## config.mk

```make
export PLATFORM = sky130hd
export DESIGN_NAME = ext_uart_bridge
export DESIGN_NICKNAME = d
export VERILOG_FILES = /design/src/rtl/ext_uart_bridge.sv
export SDC_FILE = /design/constraint.sdc
export NUM_CORES = 1
export LEC_CHECK = 0
export ABC_AREA = 1
export ABC_CLOCK_PERIOD_IN_PS = 2100
export BUFFER_PORTS_ARGS = -buffer_cell sky130_fd_sc_hd__buf_4
export CAP_MARGIN = 20
export CORE_AREA = 2 2 90 92
export DETAILED_ROUTE_END_ITERATION = 8
export DIE_AREA = 0 0 92 94
export PLACE_DENSITY = 0.57
export SLEW_MARGIN = 20
export SYNTH_ARGS = -nofsm -noshare
export SYNTH_HDL_FRONTEND = slang
export SYNTH_SLANG_ARGS = --single-unit
```

## constraint.sdc

```tcl
create_clock -name clk -period 2.1 [get_ports clk]
set_clock_uncertainty 0.05 [all_clocks]
set_input_delay 0 -clock clk [delete_from_list [all_inputs] [get_ports clk]]
set_output_delay 0 -clock clk [all_outputs]
set_load 0.05 [all_outputs]
```

## src/rtl/ext_uart_bridge.sv

```systemverilog
// ext_uart_bridge: byte-wide UART bridge between the core's EXT ports and the board pins.
// RX deserialises 8N1 frames into a one-byte holding register (cd/crda, consumed by cack).
// TX serialises a byte strobed on cq/cwre onto txd while cbsy is high.
module ext_uart_bridge #(
  parameter int CLKS_PER_BIT = 434
) (
  input  logic       clk,
  input  logic       reset,
  input  logic       rxd,
  output logic       txd,
  output logic [7:0] cd,
  output logic       crda,
  input  logic       cack,
  input  logic [7:0] cq,
  input  logic       cwre,
  output logic       cbsy,
  output logic       rx_overrun
);

  localparam int CW = (CLKS_PER_BIT > 1) ? $clog2(CLKS_PER_BIT) : 1;
  localparam logic [CW-1:0] BIT_LAST  = CW'(CLKS_PER_BIT - 1);
  localparam logic [CW-1:0] HALF_LAST = CW'(CLKS_PER_BIT / 2 - 1);

  typedef enum logic [1:0] {S_IDLE, S_START, S_DATA, S_STOP} state_t;

  // TX state
  state_t        r_tx_state, w_tx_state_next;
  logic [CW-1:0] r_tx_cnt, w_tx_cnt_next;
  logic [2:0]    r_tx_idx, w_tx_idx_next;
  logic [7:0]    r_tx_shift, w_tx_shift_next;
  logic          r_txd, w_txd_next;
  logic          r_cbsy, w_cbsy_next;

  // RX state
  logic          r_rx_meta, r_rs, r_rs_prev;
  state_t        r_rx_state, w_rx_state_next;
  logic [CW-1:0] r_rx_cnt, w_rx_cnt_next;
  logic [2:0]    r_rx_idx, w_rx_idx_next;
  logic [7:0]    r_rx_shift, w_rx_shift_next;
  logic [7:0]    r_cd, w_cd_next;
  logic          r_crda, w_crda_next;
  logic          r_overrun, w_overrun_next;
  logic          w_rx_fall;

  assign txd        = r_txd;
  assign cbsy       = r_cbsy;
  assign cd         = r_cd;
  assign crda       = r_crda;
  assign rx_overrun = r_overrun;

  // TX next state: txd and cbsy are computed here so they are registered outputs
  always_comb begin
    w_tx_state_next = r_tx_state;
    w_tx_cnt_next   = r_tx_cnt;
    w_tx_idx_next   = r_tx_idx;
    w_tx_shift_next = r_tx_shift;
    w_txd_next      = r_txd;
    w_cbsy_next     = r_cbsy;
    case (r_tx_state)
      S_IDLE: begin
        if (cwre) begin
          w_tx_shift_next = cq;
          w_tx_cnt_next   = '0;
          w_tx_idx_next   = 3'd0;
          w_txd_next      = 1'b0;
          w_cbsy_next     = 1'b1;
          w_tx_state_next = S_START;
        end
      end
      S_START: begin
        if (r_tx_cnt == BIT_LAST) begin
          w_tx_cnt_next   = '0;
          w_txd_next      = r_tx_shift[0];
          w_tx_shift_next = {1'b0, r_tx_shift[7:1]};
          w_tx_state_next = S_DATA;
        end else begin
          w_tx_cnt_next = r_tx_cnt + 1'b1;
        end
      end
      S_DATA: begin
        if (r_tx_cnt == BIT_LAST) begin
          w_tx_cnt_next = '0;
          if (r_tx_idx == 3'd7) begin
            w_txd_next      = 1'b1;
            w_tx_state_next = S_STOP;
          end else begin
            w_tx_idx_next   = r_tx_idx + 3'd1;
            w_txd_next      = r_tx_shift[0];
            w_tx_shift_next = {1'b0, r_tx_shift[7:1]};
          end
        end else begin
          w_tx_cnt_next = r_tx_cnt + 1'b1;
        end
      end
      S_STOP: begin
        if (r_tx_cnt == BIT_LAST) begin
          w_tx_cnt_next   = '0;
          w_cbsy_next     = 1'b0;
          w_tx_state_next = S_IDLE;
        end else begin
          w_tx_cnt_next = r_tx_cnt + 1'b1;
        end
      end
      default: w_tx_state_next = S_IDLE;
    endcase
  end

  // TX state register
  always_ff @(posedge clk or negedge reset) begin
    if (!reset) begin
      r_tx_state <= S_IDLE;
      r_tx_cnt   <= '0;
      r_tx_idx   <= 3'd0;
      r_tx_shift <= 8'h00;
      r_txd      <= 1'b1;
      r_cbsy     <= 1'b0;
    end else begin
      r_tx_state <= w_tx_state_next;
      r_tx_cnt   <= w_tx_cnt_next;
      r_tx_idx   <= w_tx_idx_next;
      r_tx_shift <= w_tx_shift_next;
      r_txd      <= w_txd_next;
      r_cbsy     <= w_cbsy_next;
    end
  end

  // Two-flop synchroniser on rxd plus one delayed copy for falling-edge detection
  always_ff @(posedge clk or negedge reset) begin
    if (!reset) begin
      r_rx_meta <= 1'b1;
      r_rs      <= 1'b1;
      r_rs_prev <= 1'b1;
    end else begin
      r_rx_meta <= rxd;
      r_rs      <= r_rx_meta;
      r_rs_prev <= r_rs;
    end
  end

  assign w_rx_fall = r_rs_prev & ~r_rs;

  // RX next state and holding-register handshake; a completing byte wins over cack's clear
  always_comb begin
    w_rx_state_next = r_rx_state;
    w_rx_cnt_next   = r_rx_cnt;
    w_rx_idx_next   = r_rx_idx;
    w_rx_shift_next = r_rx_shift;
    w_cd_next       = r_cd;
    w_crda_next     = r_crda;
    w_overrun_next  = r_overrun;
    if (cack && r_crda) w_crda_next = 1'b0;
    if (cack) w_overrun_next = 1'b0;
    case (r_rx_state)
      S_IDLE: begin
        if (w_rx_fall) begin
          w_rx_cnt_next   = '0;
          w_rx_state_next = S_START;
        end
      end
      S_START: begin
        if (r_rx_cnt == HALF_LAST) begin
          w_rx_cnt_next   = '0;
          w_rx_idx_next   = 3'd0;
          w_rx_state_next = r_rs ? S_IDLE : S_DATA;
        end else begin
          w_rx_cnt_next = r_rx_cnt + 1'b1;
        end
      end
      S_DATA: begin
        if (r_rx_cnt == BIT_LAST) begin
          w_rx_cnt_next   = '0;
          w_rx_shift_next = {r_rs, r_rx_shift[7:1]};
          if (r_rx_idx == 3'd7) w_rx_state_next = S_STOP;
          else                  w_rx_idx_next   = r_rx_idx + 3'd1;
        end else begin
          w_rx_cnt_next = r_rx_cnt + 1'b1;
        end
      end
      S_STOP: begin
        if (r_rx_cnt == BIT_LAST) begin
          w_rx_cnt_next   = '0;
          w_rx_state_next = S_IDLE;
          if (r_rs) begin
            if (!r_crda || cack) begin
              w_cd_next   = r_rx_shift;
              w_crda_next = 1'b1;
            end else begin
              w_overrun_next = 1'b1;
            end
          end
        end else begin
          w_rx_cnt_next = r_rx_cnt + 1'b1;
        end
      end
      default: w_rx_state_next = S_IDLE;
    endcase
  end

  // RX state register
  always_ff @(posedge clk or negedge reset) begin
    if (!reset) begin
      r_rx_state <= S_IDLE;
      r_rx_cnt   <= '0;
      r_rx_idx   <= 3'd0;
      r_rx_shift <= 8'h00;
      r_cd       <= 8'h00;
      r_crda     <= 1'b0;
      r_overrun  <= 1'b0;
    end else begin
      r_rx_state <= w_rx_state_next;
      r_rx_cnt   <= w_rx_cnt_next;
      r_rx_idx   <= w_rx_idx_next;
      r_rx_shift <= w_rx_shift_next;
      r_cd       <= w_cd_next;
      r_crda     <= w_crda_next;
      r_overrun  <= w_overrun_next;
    end
  end

endmodule

```

; ---- Yosys cells after proc, flatten, opt, wreduce, memory -nomap -nowiden
; Index checks and enable logic that the tools add are counted.
[word_totals]
output_inout_bits = 12
ff_bits = 59
[classes]
reduce_logical = 20
mux = 51
eq_ne = 23
n_bitwise = 2
n_addsub = 4
[ops]
columns = operator, n
row1 = 9-bit 2-to-1 mux, 5
row2 = 8-bit 2-to-1 mux, 4
row3 = 9-bit one-hot mux with 3 select lines, 1
row4 = 2-bit inequality test (second input constant), 12
row5 = 8-bit one-hot mux with 3 select lines, 1
row6 = 2-bit 2-to-1 mux, 11
row7 = 9-bit by 1-bit adder with 9-bit output (second input constant), 2
row8 = 9-bit equality test (second input constant), 2
row9 = 3-bit 2-to-1 mux, 6
row10 = 9-bit one-hot mux with 2 select lines, 1
row11 = 1-bit 2-to-1 mux, 16
row12 = 2-bit one-hot mux with 4 select lines, 2
row13 = 4-bit AND reduction, 4
row14 = 5-bit AND reduction, 3
row15 = 3-bit one-hot mux with 2 select lines, 2
row16 = 9-bit by 8-bit equality test with 1-bit output (second input constant), 1
row17 = 2-bit equality test (second input constant), 4
row18 = 3-bit by 1-bit adder with 3-bit output (second input constant), 2
row19 = 3-bit equality test (second input constant), 2
row20 = 2-bit nonzero test, 3
row21 = 2-bit by 1-bit equality test with 1-bit output (second input constant), 2
row22 = 2-bit zero test, 2
row23 = 1-bit one-hot mux with 3 select lines, 1
row24 = 3-bit AND reduction, 1
row25 = 10 further kinds, 10

; ---- Depth between registers and ports, before layout
; Gate-level depths: netlist of the first run.
[depth]
depth_word = 6
mapped_depth = 11

; ---- Worst setup path before layout of the first run
; Ideal clock, no wire load.
[synth_timing]
path_type = reg-to-reg
start = reg r_tx_state[0]
end = reg r_tx_shift[5]
slack_ns = 0.430
period_less_slack_ns = 1.670
arrival_time_ns = 1.499
t_required_ns = 1.928
stages_incl_launch_ff = 12
n_path_buf = 2
cell_sequence = dfrtp_1 -> inv_1 -> ha_1 -> inv_1 -> or2_1 -> buf_4 -> nand2_2 -> nor2_1 -> nand2_4 -> buf_8 -> nand2_2 -> o21ai_2
[synth_between]
elab_chain_len = 3
elab_cells_between_ends = 10
cone_classes = eq/ne (6) / mux (1) / reduce/logical (3)
[synth_lines]
columns = element, line
row1 = start: declaration, 27  ; state_t r_tx_state, w_tx_state_next;
row2 = start signal: assignment, 118  ; r_tx_state <= w_tx_state_next;
row3 = "2-bit equality test, or another cell as far along", 59  ; case (r_tx_state)
row4 = 2-bit inequality test (no line) or 3-bit nonzero test (tied branches), --
row5 = 5-bit AND reduction (no line), --
row6 = end signal: assignment, 121  ; r_tx_shift <= w_tx_shift_next;
row7 = end: declaration, 30  ; logic [7:0] r_tx_shift, w_tx_shift_next;
; Parallel ways exist; a longest one is shown, timed or not.
; A chain may end at the register's enable or synchronous reset.

; ---- Final worst setup path of the first run
[layout_timing]
start = reg r_tx_state[0]
end = reg r_tx_state[1]
[layout_between]
elab_chain_len = 3
elab_cells_between_ends = 11
cone_classes = eq/ne (8) / mux (1) / reduce/logical (2)
[layout_lines]
columns = element, line
row1 = "2-bit equality test, or another cell as far along", 59
row2 = 2-bit inequality test (no line), --
row3 = 5-bit AND reduction (no line), --
; Parallel ways exist; a longest one is shown, timed or not.

==> results.yml, run 1 <==
synth:
  async_reset_ff_frac: 1.00
  syn_area_um2: 3020
  synth-seq-cells: 59
  ys_seq_area_frac: 0.491
  syn_area_per_cell_um2: 8.96
  synth_enable_flop_cells: 0
  synth_top_area_frac: 0.456
  syn-num-nets: 364
  synthFlopType: "dfrtp_1"
  postSynthCellCount: 337
  synth_area_leaders: "dfrtp_1, nand2_1, ha_1, o21ai_2, inv_1"
  synth_largest_area_cell: "dfrtp_1"
  yosysMostFrequentCell: "nand2_1"
  synth_common_cells: "nand2_1, dfrtp_1, inv_1"
  ys_types: 36
  ys_warn_count: 0
placed_design:
  io_buffers: 24
  pre_cts_ws_ns: 0.142
  place_inst: 457
  dp_hpwl_mm: 3.76
  gp_congestion: 0.829
global_route:
  grt_pass1_wl_mm: 9.42
  grt_pass1_vias: 2183
  met2_usage: 0.227
  track_usage: 0.136
  antenna_found_initial: 0
  met1_usage: 0.170
  grt_max_degree: 60
  grt_busiest_layer: "met2"
  grt_overflow: 0
  met3_usage: 0.0441
finish:
  area_delta_synth_final_pct: 20.3
  seqCellArea_um2: 1480
  finalNonFillerCells: 484
  fillers: 734
  post_route_cells_drive_above_1_share: 0.223
  multi_input_area_um2: 1330
  fin_nets: 404
  num_antenna_cells: 0
route:
  routed_wl_mm: 5.36
  vias: 2285
  wl_per_cell_um: 11.1
  drt-initial-drc-count: 66
  drc: 0
  viasPerCell: 4.72
  ant_nets: 0
  drtPass1Iterations: 4
power_and_ir_drop:
  power_density_nw_per_um2: 1190
  p_leak_uw: 0.00170
  vdd_ir_drop_max_mv: 0.774
  p_total_uw: 4300
sta:
  fin_setup_tns_ns: 0
  fin_crit_ns: 1.81
  hold_viol_final: 0
  rsz0062_at_grt: "false"
  period_share: 0.862
  max_slew_margin: 0.515
  setup_ws_ns: 0.289
  max_freq_ghz: 0.552
  tightest_slew_ns: 0.727
  finalSetupViolations: 0
  slew_viol_final: 0
setup_path:
  cp-end-kind: "flip-flop"
  cp.required_ns: 2.27
  crit_top_cell: "nand2_1"
  worstPathArrival_ns: 1.99
  crit_path_top_delay_cell: "dfrtp_1"
  path_cells: "inv_1 -> ha_1 -> or2_2 -> a21oi_1 -> nand2_1 -> nand2_1 -> nand2_1"
  r2r_end: "r_tx_state[1]"
  cp_max_fo: 7
  critPathLaunchType: "flip-flop"
  path_depth: 7
  worstSetupPathType: "reg -> reg"
  critPathTopFamily: "simple AND/OR/NAND/NOR gates"
  reg2reg_depth: 7
  critPathBufInv: 1
  reg2reg_slack_ns: 0.29
  r2r_start: "r_tx_state[0]"
  timing.critical_path.slowest_cell_delay_ns: 0.41
clocking:
  cts_max_path_buffers: 2
  clock_latency_ns: 0.33
  cts_tree: "yes"
  clkSinkCount: 59
  htree_levels: 3
  post_cts_buffers: 0
  cts_buffers: 9
  clk_pin_slew_worst_paths_ns: 0.07
  cts_root_buf: "clkbuf_8"
hold_path:
  min-delay-start: "cwre"
  hold_depth: 3
  hold_end: "r_tx_cnt[6]"
  hp-class: "in -> reg"
die:
  start_util: 0.397
  dieHeight_um: 94
  die-area_um2: 8650
  core_area_um2: 7610
  die_w_um: 92
  io_pins: 25
  row_count: 32
job:
  drv_cap: 0
run_status:
  status: "completed"
## metal layers
layer	vias up	part of all wire
met2	40	0.47
met5	-	0
met4	0	0.0095
met1	1056	0.48
met3	7	0.038
li1	1182	-
## metrics by stage
| stage | utilization | instance area (um^2) | hold WS [ns] |
|---|---|---|---|
| final | 0.477 | 3630 | 0.000101 |
| after global routing | 0.477 | 3630 | 0.00865 |
| after CTS | 0.477 | 3630 | 0.143 |
| after detailed placement | 0.431 | 3280 | 0.0682 |
| after global placement | 0.431 | 3280 | 0.0746 |
| after floorplan | - | 3020 | -0.346 |
## final cells by class
class,count,area share
sequential,59,0.408
multi-input combinational,229,0.366
timing repair buffer,35,0.0799
inverter,43,0.0445
tap,102,0.0351
clock buffer,9,0.0341
clock inverter,7,0.0320
## cell families (layout without fill, tap and decap cells)
family          after synthesis  in the layout  synth area share
xor+xnor                      5              5            0.0145
flops                        59             59             0.491
compound gates               66             66             0.136
simple gates                137            137             0.208
fa+ha+maj                    14             14            0.0580
mux                           7              7            0.0232
buf+inv                      49             94            0.0692
## worst register-to-register path, stage by stage (launching register included)
cell and delay (ns):
dfrtp_1 0.41, inv_1 0.10, ha_1 0.29, or2_2 0.36
a21oi_1 0.27, nand2_1 0.11, nand2_1 0.07, nand2_1 0.05
## registers in the layout (all words and copies together) (netlist names), 2 cells and up, named ones only
name / count
r_tx_cnt: 9
r_tx_shift: 8
r_tx_idx: 3
r_rx_cnt: 9
cd: 8
r_rx_idx: 3
r_rx_shift: 8
r_tx_state: 2
## power by group
part	switching, uW	internal [uW]
Sequential	177	1360
Combinational	958	575
Clock	453	785
## placed cells by master (no fill, tap or decap), types with 2 or more instances in the layout
master	count
bufinv_16	3
o21ai_2	16
o31ai_1	2
mux2i_1	7
buf_4	24
o21ai_0	25
dlygate4sd3_1	11
or2_2	2
nand2_2	9
dfstp_2	4
xnor2_1	2
inv_2	5
a21oi_1	7
nand3_1	14
nand2_1	79
xor2_1	3
ha_1	14
clkbuf_8	9
o22ai_1	10
nor3_1	3
nor2_1	16
clkinv_2	2
nand2_4	2
nor2_2	3
o21ai_1	4
dfrtp_1	55
nand4_1	5
inv_1	37
## what timing repair did
item	CTS	global route
hold buffers	11	0
resized for setup	0	1
endpoints found under the hold margin	66	0
setup endpoints to repair	0	12
## how the worst max path moves through the flow
stage / slack [ns] / to / startpoint
4_1_cts: 0.13 / r_tx_idx[1] / r_tx_state[0]
3_5_place_dp: 0.14 / r_tx_idx[2] / r_tx_state[0]
2_1_floorplan: 0.43 / r_tx_shift[5] / r_tx_state[0]
3_3_place_gp: 0.24 / r_tx_idx[1] / r_tx_state[0]
6_report: 0.29 / r_tx_state[1] / r_tx_state[0]
5_1_grt: 0.1 / r_tx_idx[1] / r_tx_state[0]
No activity file was read; power rests on OpenSTA's default activity.
==> run 2, diff against run 1 <==
ABC_AREA = 0   (was 1)
CORE_AREA = 2 2 91 93   (was 2 2 90 92)
DIE_AREA = 0 0 93 95   (was 0 0 92 94)
==> results.yml, run 2 <==
placed_design:
  dp_hpwl_mm: 3.86
  io_buffers: 24
  gp_congestion: 0.808
  postPlaceCellArea_um2: 3490
global_route:
  grt_max_degree: 60
  grt_pass1_wl_mm: 10.2
  grt_overflow: 0
  track_usage: 0.145
  grt_pass1_vias: 2165
  antenna_found_initial: 0
route:
  drtPass1Iterations: 4
  routed_wl_mm: 5.69
  dr_wl_met3_um: 238
  top_layer_used: "met4"
  ant_nets: 0
  met2_length_mm: 2.64
  viasPerCell: 5.07
  drt-initial-drc-count: 62
  wl_per_cell_um: 13.0
  wl_met1_mm: 2.74
  drc: 0
  vias: 2219
synth:
  syn_area_um2: 3050
  async_reset_ff_frac: 1.00
  ys_types: 48
  synth_area_leaders: "dfrtp_1, mux2_2, ha_1, dfstp_2, nand2_1"
  synth_enable_flop_cells: 0
  synth-seq-cells: 59
  yosysMostFrequentCell: "dfrtp_1"
  synth_largest_area_cell: "dfrtp_1"
  synthFlopType: "dfrtp_1"
  postSynthCellCount: 269
  syn-num-nets: 296
  ys_seq_area_frac: 0.486
  syn_area_per_cell_um2: 11.3
  synth_top_area_frac: 0.452
  synth_common_cells: "dfrtp_1, mux2_2, nand2_1"
  ys_warn_count: 0
finish:
  post_route_cells_drive_above_1_share: 0.327
  mostFrequentLayoutCell: "dfrtp_1"
  fin_nets: 355
  design_area_um2: 3830
  area_delta_synth_final_pct: 25.7
  num_antenna_cells: 0
  seqCellArea_um2: 1480
  multi_input_area_um2: 1500
  top_regs: "r_rx_cnt (9), r_tx_cnt (9)"
  final_cell_mix: "dfrtp_1, buf_4, mux2_2"
  fillers: 755
sta:
  rsz0062_at_grt: "true"
  max_slew_margin: 0.498
  tightest_slew_ns: 0.753
  hold_ws_ns: 0.203
  finalSetupViolations: 0
  period_share: 0.957
  slew_viol_final: 0
  fin_setup_tns_ns: 0
  fin_crit_ns: 2.01
  max_freq_ghz: 0.498
  hold_viol_final: 0
clocking:
  cts_max_path_buffers: 2
  cts_root_buf: "clkbuf_8"
  htree_levels: 3
  clock_latency_ns: 0.34
  clkSinkCount: 59
  cts_buffers: 9
  cts_tree: "yes"
  clk_pin_slew_worst_paths_ns: 0.08
die:
  die-area_um2: 8840
  die_w_um: 93
  core_area_um2: 7930
  io_pins: 25
  dieHeight_um: 95
  row_count: 33
  start_util: 0.384
power_and_ir_drop:
  clock_power_share: 0.401
  swShare: 0.285
  power_frac_seq: 0.465
  power_frac_comb: 0.134
  p_sw_uw: 772
  intPower_uw: 1940
  power_density_nw_per_um2: 707
  p_leak_uw: 0.00186
  vdd_ir_drop_max_mv: 0.322
setup_path:
  worstPathArrival_ns: 2.18
  r2r_end: "r_tx_state[1]"
  cp.required_ns: 2.27
  cp-end-kind: "flip-flop"
  cp_max_fo: 5
  r2r_start: "r_tx_state[0]"
  critPathLaunchType: "flip-flop"
  worstSetupPathType: "reg -> reg"
  reg2reg_slack_ns: 0.09
  reg2reg_depth: 5
job:
  drv_cap: 0
run_status:
  status: "completed"
hold_path:
  hp-class: "in -> async"
## run 2: how the worst max path moves through the flow
stage	from	end	slack [ns]
final	r_tx_state[0]	r_tx_state[1]	0.09
after global routing	r_tx_state[0]	r_tx_state[1]	-0.02
after CTS	r_tx_state[0]	r_tx_state[1]	0.08
after detailed placement	r_tx_state[0]	r_tx_state[1]	0.09
after global placement	r_tx_cnt[1]	r_tx_shift[3]	0.11
after floorplan	r_tx_state[0]	r_tx_state[1]	0.04
## run 2: timing repair
action | 4_1_cts | 5_1_grt
resized for setup | 0 | 3
buffers inserted | 0 | 0
hold buffers | 12 | 0
endpoints found under the setup margin | 0 | 10
hold endpoints to repair | 68 | 0
## run 2: cell type report
cell class	instances	area share
flip-flops and latches	59	0.387
multi-input cells	190	0.391
repair buffers	56	0.122
clock inverters	7	0.0222
inverters	12	0.0118
clock buffers	9	0.0324
well taps	105	0.0343
## run 2: stage by stage
| step | utilization | total power (uW) | std cells | worst slack, ns |
|---|---|---|---|---|
| finish | 0.483 | 2710 | 438 | 0.0901 |
| CTS | 0.481 | 2740 | 438 | 0.0789 |
| global route | 0.483 | 2860 | 438 | -0.0221 |
| floorplan | - | 1470 | 269 | 0.0352 |
| global placement | 0.440 | 1620 | 410 | 0.112 |
| detailed placement | 0.440 | 1620 | 410 | 0.0914 |
## run 2: cell families (layout without fill, tap and decap cells)
kind of cell    count (synthesis)  in the layout  synth area share
xor+xnor                        1              1           0.00288
simple gates                   76             76             0.140
flops                          59             59             0.486
fa+ha+maj                      14             14            0.0575
buf+inv                        20             84            0.0263
compound gates                 59             59             0.141
mux                            40             40             0.146
## run 2: worst max-delay path, stage by stage (launching register included)
cell	delay (ns)
dfrtp_1	0.37
inv_1	0.09
ha_1	0.26
or3_1	0.38
a211oi_1	0.37
mux2_2	0.38
## run 2: metal layers
metal,up-vias,global-route usage
met5,-,0
met4,0,0.0368
met3,6,0.0439
met2,40,0.236
met1,1078,0.190
li1,1095,-
## run 2: power by group through the flow
stage	clock network [uW]	logic, uW	registers, uW
global placement	0	338	1280
floorplan	0	222	1250
CTS	1120	362	1260
detailed placement	0	345	1280
global route	1180	414	1270
finish	1090	363	1260
